**config.mk**
```make
export PLATFORM = sky130hd
export DESIGN_NAME = bound_flasher_monitor
export DESIGN_NICKNAME = d
export VERILOG_FILES = /design/src/rtl/bound_flasher_monitor.sv
export SDC_FILE = /design/constraint.sdc
export NUM_CORES = 1
export LEC_CHECK = 0
export CAP_MARGIN = 10
export CELL_PAD_IN_SITES_DETAIL_PLACEMENT = 0
export CELL_PAD_IN_SITES_GLOBAL_PLACEMENT = 1
export CORE_MARGIN = 1.5
export CORE_UTILIZATION = 25
export CTS_CLUSTER_DIAMETER = 150
export DETAILED_ROUTE_END_ITERATION = 7
export PLACE_DENSITY_LB_ADDON = 0.1
export SLEW_MARGIN = 10
export SYNTH_ARGS = -nofsm -noshare
export SYNTH_HDL_FRONTEND = slang
export SYNTH_SLANG_ARGS = --single-unit
```
**constraint.sdc**
```tcl
create_clock -name clk -period 6.35 [get_ports clk]
set_input_delay 1.27 -clock clk [delete_from_list [all_inputs] [get_ports clk]]
set_output_delay 1.27 -clock clk [all_outputs]
set_load 0.005 [all_outputs]
```
**src/rtl/bound_flasher_monitor.sv**
```systemverilog
// bound_flasher_monitor: passive decoder/checker for the bound flasher LED bus; define BFM_KICK_COUNT_EN
// to build the saturating kickback counter, otherwise kick_count reads 0.
module bound_flasher_monitor #(
  parameter int KICK_W = 8
) (
  input  logic              clk,
  input  logic              reset,
  input  logic [15:0]       led_in,
  input  logic              err_clr,
  output logic [2:0]        phase,
  output logic [4:0]        lit_count,
  output logic              cycle_done,
  output logic [KICK_W-1:0] kick_count,
  output logic              err,
  output logic [2:0]        err_code
);
  typedef enum logic [2:0] {IDLE, UP1, DN1, UP2, DN2, UP3, DN3, ERR} phase_t;
  phase_t st, st_n;
  logic [15:0] led_q;
  logic [4:0] cn, cp;
  logic [2:0] code;
  logic k2, k2_n, done_n, up, dn;
  always_ff @(posedge clk or posedge reset)
    if (reset) begin
      st <= IDLE;
      led_q <= '0;
      k2 <= 1'b0;
      cycle_done <= 1'b0;
      err <= 1'b0;
      err_code <= 3'd0;
    end else begin
      st <= st_n;
      led_q <= led_in;
      k2 <= k2_n;
      cycle_done <= done_n;
      err <= code != 3'd0 || (err && !err_clr);
      err_code <= code != 3'd0 && (!err || err_clr) ? code : err_clr ? 3'd0 : err_code;
    end
  always_comb begin
    cn = 5'($countones(led_in));
    cp = 5'($countones(led_q));
    up = cn == cp + 5'd1;
    dn = cp == cn + 5'd1;
    st_n = st;
    k2_n = k2;
    done_n = 1'b0;
    code = 3'd0;
    if ((led_in & (led_in + 16'd1)) != 16'd0) code = 3'd1;
    else if (st == ERR) st_n = cn == 5'd0 ? IDLE : ERR;
    else if (!up && !dn) code = cn != cp ? 3'd2 : st == IDLE ? 3'd0 : 3'd3;
    else begin
      // each phase has a fixed direction; only the listed bounds may reverse it
      case (st)
        IDLE: st_n = UP1;
        UP1: if (dn && cp == 5'd6) st_n = DN1;
             else if (dn || cp >= 5'd6) code = 3'd4;
        DN1: if (up && cp == 5'd0) st_n = UP2;
             else if (up) code = 3'd4;
        UP2: if (dn && cp == 5'd6) st_n = DN1;
             else if (dn && cp == 5'd11) begin st_n = DN2; k2_n = 1'b0; end
             else if (dn || cp >= 5'd11) code = 3'd4;
        DN2: if (up && cp == 5'd6) st_n = UP3;
             else if (dn && cp == 5'd6 && k2) st_n = DN3;
             else if (up || cp <= 5'd6) code = 3'd4;
        UP3: if (dn && cp == 5'd11) begin st_n = DN2; k2_n = 1'b1; end
             else if (dn && cp == 5'd16) st_n = DN3;
             else if (dn) code = 3'd4;
        DN3: if (up) code = 3'd4;
             else if (cn == 5'd0) begin st_n = IDLE; done_n = 1'b1; end
        default: code = 3'd4;
      endcase
    end
    if (code != 3'd0) st_n = ERR;
  end
`ifdef BFM_KICK_COUNT_EN
  logic [KICK_W-1:0] kick_q;
  logic kick;
  assign kick = code == 3'd0 && cp == 5'd6 && ((st == UP2 && dn) || (st == DN2 && up && k2));
  always_ff @(posedge clk or posedge reset)
    if (reset) kick_q <= '0;
    else if (kick && !(&kick_q)) kick_q <= kick_q + KICK_W'(1);
`endif
  always_comb begin
    phase = st;
    lit_count = cp;
`ifdef BFM_KICK_COUNT_EN
    kick_count = kick_q;
`else
    kick_count = '0;
`endif
  end
endmodule
```
-- Word level (Yosys, flattened, before mapping)
Cells that the tools add are included.
- register bits: 25
- input port bits: 19
- output and inout bits: 21
- logic and storage cells: 146
- $add $sub $neg: 33
- magnitude comparators: 3
- equality and inequality tests: 25
- mux-type cells: 47
- bitwise logic cells: 4
- reduce and logical (&&, ||, !) cells: 28
- operators by type and width (operator ; count):
    $mux 3 ; 33
    $pmux 3 s7 ; 2
    $add 1x1->2 ; 16
    $add 2x2->3 ; 8
    $add 16x1->16 const B ; 1
    $add 3x3->4 ; 4
    $and 16x16->16 ; 1
    $ne 4x4->1 const B ; 4
    $reduce_bool 16->1 ; 1
    $ne 5x5->1 const B ; 3
    $eq 3x3->1 const B ; 4
    $add 4x4->5 ; 2
    $add 5x1->5 const B ; 2
    $eq 5x5->1 ; 2
    $logic_not 5->1 ; 2
    $reduce_and 10->1 ; 1
    $logic_and 1x1->1 ; 9
    $mux 1 ; 9
    $reduce_bool 9->1 ; 1
    $reduce_and 7->1 ; 1
    $eq 3x2->1 const B ; 2
    $ne 2x2->1 const B ; 3
    $eq 5x3->1 const B ; 1
    $eq 5x4->1 const B ; 1
    other kinds (16) ; 27

-- Depth between registers and ports, before layout
Gate-level depths: netlist of run 1.
- depth in word-level cells: 17
- gate-level depth with buffers: 20
- gate-level depth less buffers: 20

-- Worst setup path before layout of run 1
No wires, ideal clock.
- kind: in2reg
- from: in led_in[5]
- to: reg st[1] (netlist: phase[1])
- library setup time: 0.127 ns
- arrival time: 6.617 ns
- data required time: 6.223 ns
- slack: -0.394 ns
- stages on the path: 20
- buffers on the path: 0
- cells stage by stage: inv_1 > fa_1 > inv_1 > fa_1 > fa_1 > inv_1 > fa_1 > inv_1 > ha_1 > fa_1 > ha_1 > inv_1 > a2111oi_0 > a2bb2oi_1 > o21ai_2 > nor2_1 > mux2_2 > o41a_1 > or2_4 > o32a_2
- word-level cells in the longest chain between the ends: 17
- elaborated cells on any way between the ends: 63
- classes of those cells: add/sub: 6; eq/ne: 12; mux: 27; bitwise: 1; reduce/logical: 17
- ends and longest elaborated chain (what ; line ; text):
    start, declared ; 8 ; input logic [15:0] led_in,
    $add 1x1->2 (implied by the code) ; 40 ; cn = 5'($countones(led_in));
    $add 2x2->3 (implied by the code) ; 40 ;
    $add 3x3->4 (implied by the code) ; 40 ;
    $add 4x4->5 (implied by the code) ; 40 ;
    $add 5x1->5 ; 43 ; dn = cp == cn + 5'd1;
    $eq 5x5->1 ; 43 ;
    $logic_or 1x1->1 or $logic_and 1x1->1 (tied branches) ; - ;
    $mux 3 or $logic_and 1x1->1 (tied branches) ; 61, 63 ;
    $mux 3 (on tied branches) ; 60, 63 ;
    $mux 3 (on tied branches) ; 59, 62 ;
    $pmux 3 s7 ; 53 ; case (st)
    $mux 3 ; 50 ; else if (!up && !dn) code = cn != cp ? 3'd2 : st == IDLE ? 3'd0 : 3'd3;
    $mux 3 ; 49 ; else if (st == ERR) st_n = cn == 5'd0 ? IDLE : ERR;
    $mux 3 ; 48 ; if ((led_in & (led_in + 16'd1)) != 16'd0) code = 3'd1;
    $reduce_bool 3->1 ; 73 ; if (code != 3'd0) st_n = ERR;
    $ne 5x5->1 (no source line), or another cell as far along ; - ;
    $reduce_and 10->1 (no source line) ; - ;
    end signal, assigned ; 32 ; st <= st_n;
    end, declared ; 18 ; phase_t st, st_n;
Parallel ways exist; a longest one is shown, timed or not. The select of a mux whose other input is x is not followed.
A chain may end at the register's enable or synchronous reset.

-- Worst setup path in the final report of run 1
- from: in led_in[15]
- to: reg st[1] (netlist: phase[1])
Same word-level chain as after synthesis.

==> reports/qor.log, run 1 <==
[logic_synthesis] leading cell type by number of instances after synthesis inv_1
[grt] maximum number of pins on one net before global-route repair 26
[logic_synthesis] number of instances in the synthesized netlist 324
[timing] count of endpoints failing hold in the final timing report 0
[route] Pre-antenna DRT Iters 4
[final_layout] nets 468
[logic_synthesis] share of flip-flops with an asynchronous set or reset after synthesis 100%
[timing] Tmin final 6.42 ns
[grt] initial antenna violation count 0
[hold_path] Hold Path Class reg2reg
[route] number of violations reported at the end of detailed-routing iteration 0 116
[logic_synthesis] top cells by count, synth inv_1 (61), dfrtp_1 (25), nand2_1 (23), fa_1 (20), ha_1 (17)
[cts] maximum clock insertion buffer count 2
[setup_path] Max stage delay cell, worst path fa_2
[die] number of I/O pins 40
[cts] CTS tree yes
[power_and_ir_drop] overall power 2.31 mW
[timing] post-route clock period utilization 101%
[grt] first-pass GRT wire length 13.8 mm
[route] average detailed-routed wire length per instance 14.9 um
[placed_design] worst setup slack after placement -0.986 ns
[grt] all-layer global routing usage 13.9%
[logic_synthesis] Netlist Area Pre-Place 2890 sq um
[die] standard-cell rows 39
[logic_synthesis] synth top area cells dfrtp_1 (22%), fa_1 (14%), inv_1 (7.9%)
[setup_path] CP startpoint kind input pin
[power_and_ir_drop] Pleak 1.84 nW
[logic_synthesis] Unique masters post-synth 69
[cts] clock transition at the registers of the reported paths 0.06 ns
[timing] min setup slack post-route -0.0683 ns
[status] result of the run finished with violations
[logic_synthesis] sequential cell area fraction in the yosys report 21.6%
[final_layout] footprint of the flip-flops and latches 626 sq um
[grt] Top Usage Layer GRT met2
[logic_synthesis] number of synthesized register bits 25
[placed_design] number of buffers inserted by port buffering 31
[logic_synthesis] Yosys top cell area share 21.6%
[die] initial cell density of the core 25.4%
[cts] latest clock arrival within the worst-skew pair 0.26 ns
[cts] root buffer selected by CTS clkbuf_16
[die] vertical extent of the die 111 um
[setup_path] max incr delay on CP 0.57 ns
[grt] met1 track demand over resource in global routing 18.7%
[die] Core ar. 11400 sq um
[die] die footprint 12200 sq um
[setup_path] Worst Path Required 6.50 ns
[logic_synthesis] Post-synth EDFFs 0
[job] MaxCap Viol Count 0
[logic_synthesis] area leader, netlist dfrtp_1
[timing] final setup vio count 4
[route] via density per instance 4.65
[timing] Fmax achieved 156 MHz
[route] final routed DRC violation total 0
[setup_path] arrival time at the worst endpoint 6.57 ns
[timing] number of max-slew violations in the final report 0
[final_layout] synth-to-layout area growth 37.0%
[grt] met2 Track Usage GR 23.9%
[placed_design] final estimated routing congestion in global placement 0.779
[logic_synthesis] top_reg_cell synth dfrtp_1
[cts] count of clock tree sinks 25
[grt] via count of the first global-routing pass 2733
[power_and_ir_drop] power density over cell area 584 nW/um^2
[placed_design] final HPWL from detailed placement 6.73 mm
[final_layout] Antenna Cells 0
[logic_synthesis] average size of a mapped cell 8.92 sq um
[cts] clock buffers created by TritonCTS 3
[timing] worst-margin pin slew 0.997 ns
[power_and_ir_drop] highest ir drop seen on vdd 0.496 mV
[cts] number of hold-repair buffers added at the cts stage 0
[grt] overflow left after global routing 0
[final_layout] fillcell total 1210
[grt] met3 track utilization from global routing 0.878%
[die] die boundary width 111 um
[route] total number of vias 2576
[final_layout] layout cell share with drive strength beyond 1 27.3%
[route] total detailed-routing wirelength 8.26 mm
[timing] tightest slew margin relative to the limit 33.5%
[route] number of antenna-violating nets in the routed design 0
[setup_path] crit path max fanout 5
[setup_path] Cell Chain, Critical Path buf_6 > fa_1 > inv_1 > fa_1 > inv_1 > fa_1 > inv_1 > fa_1 > inv_1 > ha_2 > fa_2 > ha_4 > nand2_2 > nor4bb_4 > nor4bb_2 > o21ai_2 > nor2_4 > buf_6 > o211a_1 > o41a_1 > or2_4 > o32a_4
[setup_path] critical path class in2reg
[status] violated checks negative setup slack
[logic_synthesis] total of warnings raised by yosys 0
[final_layout] area taken by multi-input logic gates 2090 sq um
[timing] setup repair after global routing missed its margin true
[setup_path] CP endpoint kind flop
[timing] worst hold margin 0.532 ns
[timing] setup skew after layout 0.00274 ns
[cts] CTS H-Tree Depth 1
## repair_timing
item,in CTS,in global routing
pin swaps,24,0
setup endpoints to repair,9,7
buffers inserted,9,0
endpoints found under the hold margin,0,0
resized for setup,48,3
## path summary, 6_finish.rpt
check | from | to | slack (ns) | depth (start not counted)
min | k2 | k2 | 0.53 | 1
max | led_in[15] | phase[1] | -0.07 | 22
max in group asynchronous | reset | led_q[15] | 4.20 | 2
min reg2reg | k2 | k2 | 0.53 | 1
max reg2reg | led_q[0] | phase[1] | 0.47 | 18
min in group asynchronous | reset | err_code[0] | 1.54 | 2
## layout by cell type (no fill, tap or decap), drive strengths merged, types with 5 or more instances in the layout
cell type | netlist | layout
inv | 62 | 62
conb | 1 | 8
nand2 | 25 | 25
ha | 17 | 17
o21ai | 16 | 16
buf | 8 | 64
nand4 | 8 | 8
a211oi | 5 | 5
nor3 | 11 | 11
fa | 20 | 20
dfrtp | 25 | 25
clkdlybuf4s50 | 0 | 22
nor2 | 13 | 13
xnor2 | 5 | 5
a21oi | 13 | 13
a21o | 7 | 7
nand3 | 10 | 10
## metal layers
| layer | wire length [um] | up-vias | share of wire [%] |
|---|---|---|---|
| li1 | - | 1296 | - |
| met1 | 4020 | 1222 | 49 |
| met2 | 3910 | 49 | 47 |
| met3 | 169 | 9 | 2.0 |
| met4 | 164 | 0 | 2.0 |
| met5 | 0 | - | 0 |
## area by class of cell
cell class	count	area share, %
Inverter	62	6.13
Tap cell	143	4.52
Clock buffer	4	1.99
Sequential cell	25	15.8
Timing Repair Buffer	89	18.8
Multi-Input combinational cell	231	52.8
## sequential cells by signal, indices dropped and copies added, names as in the netlist
signal,cells
cycle_done,1
phase,3
err,1
k2,1
led_q,16
err_code,3
## where the power goes
| group | internal, mW | switching (mW) | leakage [nW] |
|---|---|---|---|
| Combinational | 0.990 | 1.01 | 1.51 |
| Sequential | 0.165 | 0.00145 | 0.288 |
| Clock | 0.0860 | 0.0567 | 0.0382 |
## through the flow
step                setup TNS (ns)  util (%)  std cells  instance area, sq um
finish                      -0.194      34.8        554                  3960
CTS                         -0.141      34.7        554                  3950
global route                 -1.68      34.8        554                  3960
detailed placement           -7.44      32.7        541                  3710
floorplan                   -0.441         -        331                  2970
global placement             -7.51      32.7        541                  3710
## critical path, delay by kind of cell
family / cells / cell delay (ns)
and+or+nand+nor: 5 / 0.86
AOI/OAI and AO/OA: 4 / 1.14
adders and majority gates: 7 / 2.87
buffers and inverters: 6 / 0.41
## cell families (layout without fill, tap and decap cells)
kind of cell    count (synthesis)  count (layout)  synth area share (%)
xor+xnor                       11              11                  5.63
fa+ha+maj                      37              37                  21.2
other cells                     1               8                 0.130
flops                          25              25                  21.6
buf+inv                        75             155                  11.9
mux                             1               1                 0.390
simple gates                   94              94                  17.6
compound gates                 80              80                  21.4
Note: power is estimated with default switching activity, not from simulation.
==> run 2: changes to the inputs <==
--- a/config.mk
+++ b/config.mk
@@ -13,6 +13,7 @@
 export CTS_CLUSTER_DIAMETER = 150
 export DETAILED_ROUTE_END_ITERATION = 7
 export PLACE_DENSITY_LB_ADDON = 0.1
+export SKIP_CTS_REPAIR_TIMING = 1
 export SLEW_MARGIN = 10
 export SYNTH_ARGS = -nofsm -noshare
 export SYNTH_HDL_FRONTEND = slang
==> run 2 against run 1 <==
  * The run still ends with negative setup slack left
  * Hold slack worse by 0.0019 ns
  * Core utilization is 0.30 points higher
  * Routed wire length is 0.54% higher
  * Sequential power hardly changed
  * Clock skew is 0.0012 ns higher
  * Maximum frequency is 0.98% lower
  * Critical path type unchanged
  * Setup slack worse by 0.064 ns
  * Register-to-register slack better by 0.02 ns
==> reports/qor.log, run 2 (same netlist as run 1, synthesis figures left out) <==
[placed_design] number of placed instances, taps included 541 [unchanged]
[status] violated checks negative setup slack
[die] die boundary width 111 um [unchanged]
[route] via density per instance 4.67 [+0.52%]
[cts] clock transition at the registers of the reported paths 0.06 ns [about the same]
[setup_path] CP endpoint kind flop
[timing] post-route clock period utilization 102% [+1.0 points]
[final_layout] layout cell share with drive strength beyond 1 26.7% [-0.60 points]
[hold_path] Hold Path Class reg2reg
[cts] count of clock tree sinks 25 [unchanged]
[final_layout] Antenna Cells 0 [unchanged]
[timing] min setup slack post-route -0.132 ns [-0.0636 ns]
[timing] final setup vio count 7 [+3]
[route] average detailed-routed wire length per instance 15.0 um [+0.91%]
[setup_path] CP startpoint kind input pin
[route] Pre-antenna DRT Iters 4 [unchanged]
[final_layout] synth-to-layout area growth 38.2%
[timing] tightest slew margin relative to the limit 33.5% [about the same]
[route] total detailed-routing wirelength 8.30 mm [+0.54%]
[die] vertical extent of the die 111 um [unchanged]
[final_layout] register containing the most flip-flops in the final layout led_q
[grt] initial antenna violation count 0 [unchanged]
[placed_design] final estimated routing congestion in global placement 0.779 [unchanged]
[final_layout] footprint of the flip-flops and latches 626 sq um [unchanged]
[die] standard-cell rows 39 [unchanged]
[final_layout] area taken by multi-input logic gates 2120 sq um [+1.6%]
[grt] overflow left after global routing 0 [unchanged]
[final_layout] most frequent standard cell in the layout excluding fill and tap cells inv_1
[timing] setup skew after layout 0.00393 ns [+0.00118 ns]
[placed_design] number of buffers inserted by port buffering 31 [unchanged]
[timing] worst hold margin 0.530 ns [-0.00191 ns]
[power_and_ir_drop] register share of total power 7.1% [about the same]
[setup_path] max incr delay on CP 0.57 ns [about the same]
[status] result of the run finished with violations
[cts] latest clock arrival within the worst-skew pair 0.26 ns [about the same]
[timing] Tmin final 6.48 ns [+0.0636 ns]
[setup_path] Worst Path Required 6.50 ns [about the same]
[route] number of antenna-violating nets in the routed design 0 [unchanged]
[timing] final sum of negative setup slack -0.515 ns [-0.321 ns]
[final_layout] share of the core filled with cells 35.1% [+0.30 points]
[power_and_ir_drop] Pleak 1.90 nW [+3.3%]
[cts] clock buffers created by TritonCTS 3 [unchanged]
[timing] Fmax achieved 154 MHz [-0.98%]
[cts] CTS tree yes
[cts] maximum clock insertion buffer count 2 [unchanged]
[grt] all-layer global routing usage 13.6% [-0.39 points]
[timing] worst-margin pin slew 0.997 ns [-0.0000282 ns]
[power_and_ir_drop] switching part of the total power 46.5% [+0.21 points]
[setup_path] Cell Chain, Critical Path clkbuf_4 > inv_8 > fa_1 > inv_1 > fa_1 > fa_1 > inv_1 > fa_1 > inv_1 > ha_2 > fa_2 > ha_4 > nand2_4 > nor4bb_4 > nor4bb_4 > o21ai_2 > nor2_4 > buf_4 > o211a_1 > o41a_1 > or2_4 > o32a_2
[setup_path] Max stage delay cell, worst path fa_2
[power_and_ir_drop] power density over cell area 588 nW/um^2 [+0.71%]
[timing] setup repair after global routing missed its margin true
[placed_design] final HPWL from detailed placement 6.73 mm [unchanged]
[timing] count of endpoints failing hold in the final timing report 0 [unchanged]
[power_and_ir_drop] Comb power frac 86.8% [+0.2 points]
[setup_path] most prevalent standard cell on the critical path fa_1
[placed_design] worst setup slack after placement -0.986 ns [unchanged]
[final_layout] commonest cells after routing, fill and taps aside inv_1 (58), buf_4 (55), dfrtp_1 (25), nand2_1 (22), clkdlybuf4s50_1 (22)
[grt] maximum number of pins on one net before global-route repair 26 [unchanged]
[setup_path] critical path class in2reg
[setup_path] arrival time at the worst endpoint 6.63 ns [+0.06 ns]
[grt] first-pass GRT wire length 13.4 mm [-2.8%]
[power_and_ir_drop] Clk pwr share 6.1% [about the same]
[setup_path] crit path max fanout 5 [unchanged]
[final_layout] nets 466 [-0.43%]
[power_and_ir_drop] internal power 1.26 mW [+1.2%]
[timing] number of max-slew violations in the final report 0 [unchanged]
[placed_design] placement-stage cell area 3710 sq um [unchanged]
[final_layout] non-filler instance count after layout 552 [-0.36%]
[route] final routed DRC violation total 0 [unchanged]
[cts] CTS H-Tree Depth 1 [unchanged]
[die] initial cell density of the core 25.4% [unchanged]
[final_layout] cell area after layout 3990 sq um [+0.85%]
[final_layout] max reg flops 16 [unchanged]
[cts] root buffer selected by CTS clkbuf_16
[die] die footprint 12200 sq um [unchanged]
[route] number of violations reported at the end of detailed-routing iteration 0 131 [+13%]
[power_and_ir_drop] power dissipated by switching net loads 1.09 mW [+2.0%]
[job] MaxCap Viol Count 0 [unchanged]
[die] number of I/O pins 40 [unchanged]
[route] total number of vias 2580 [+0.16%]
[power_and_ir_drop] overall power 2.35 mW [+1.6%]
[die] Core ar. 11400 sq um [unchanged]
[grt] via count of the first global-routing pass 2649 [-3.1%]
[final_layout] fillcell total 1204 [-0.50%]
[power_and_ir_drop] highest ir drop seen on vdd 0.501 mV [+0.88%]
-- run 2: routing by layer --
layer / vias to the layer above / GRT usage [%] / wire length [um]
li1: 1288 / - / -
met1: 1239 / 18.3 / 4040
met2: 45 / 23.2 / 3950
met3: 8 / 0.878 / 180
met4: 0 / 4.19 / 126
met5: - / 0 / 0
-- run 2: path summary, 6_finish.rpt --
path | startpoint | end | slack (ns) | depth (start not counted)
max | led_in[5] | phase[1] | -0.13 | 22
min | k2 | k2 | 0.53 | 1
max reg2reg | led_q[0] | phase[1] | 0.49 | 18
min reg2reg | k2 | k2 | 0.53 | 1
max in group asynchronous | reset | led_q[11] | 4.20 | 2
min in group asynchronous | reset | err_code[0] | 1.54 | 2
-- run 2: power by group through the flow --
stage               combinational [mW]  clock, mW  sequential (mW)
floorplan                         1.15          0            0.169
global placement                  1.81          0            0.169
detailed placement                1.80          0            0.169
CTS                               1.81      0.148            0.166
global route                      2.21      0.154            0.167
finish                            2.04      0.143            0.166
-- run 2: final cells by class --
cell class	instances	share of cell area, %
inverter	62	6.08
timing repair buffer	87	18.6
multi-input combinational	231	53.2
clock buffer	4	1.97
sequential	25	15.7
tap	143	4.48
-- run 2: worst max-delay path, delay by kind of cell --
family                   cells  cell delay (ns)
adder cells (fa/ha/maj)      7             2.86
AO/OA/AOI/OAI                4             1.14
AND/OR/NAND/NOR              5             0.90
buffers and inverters        6             0.46
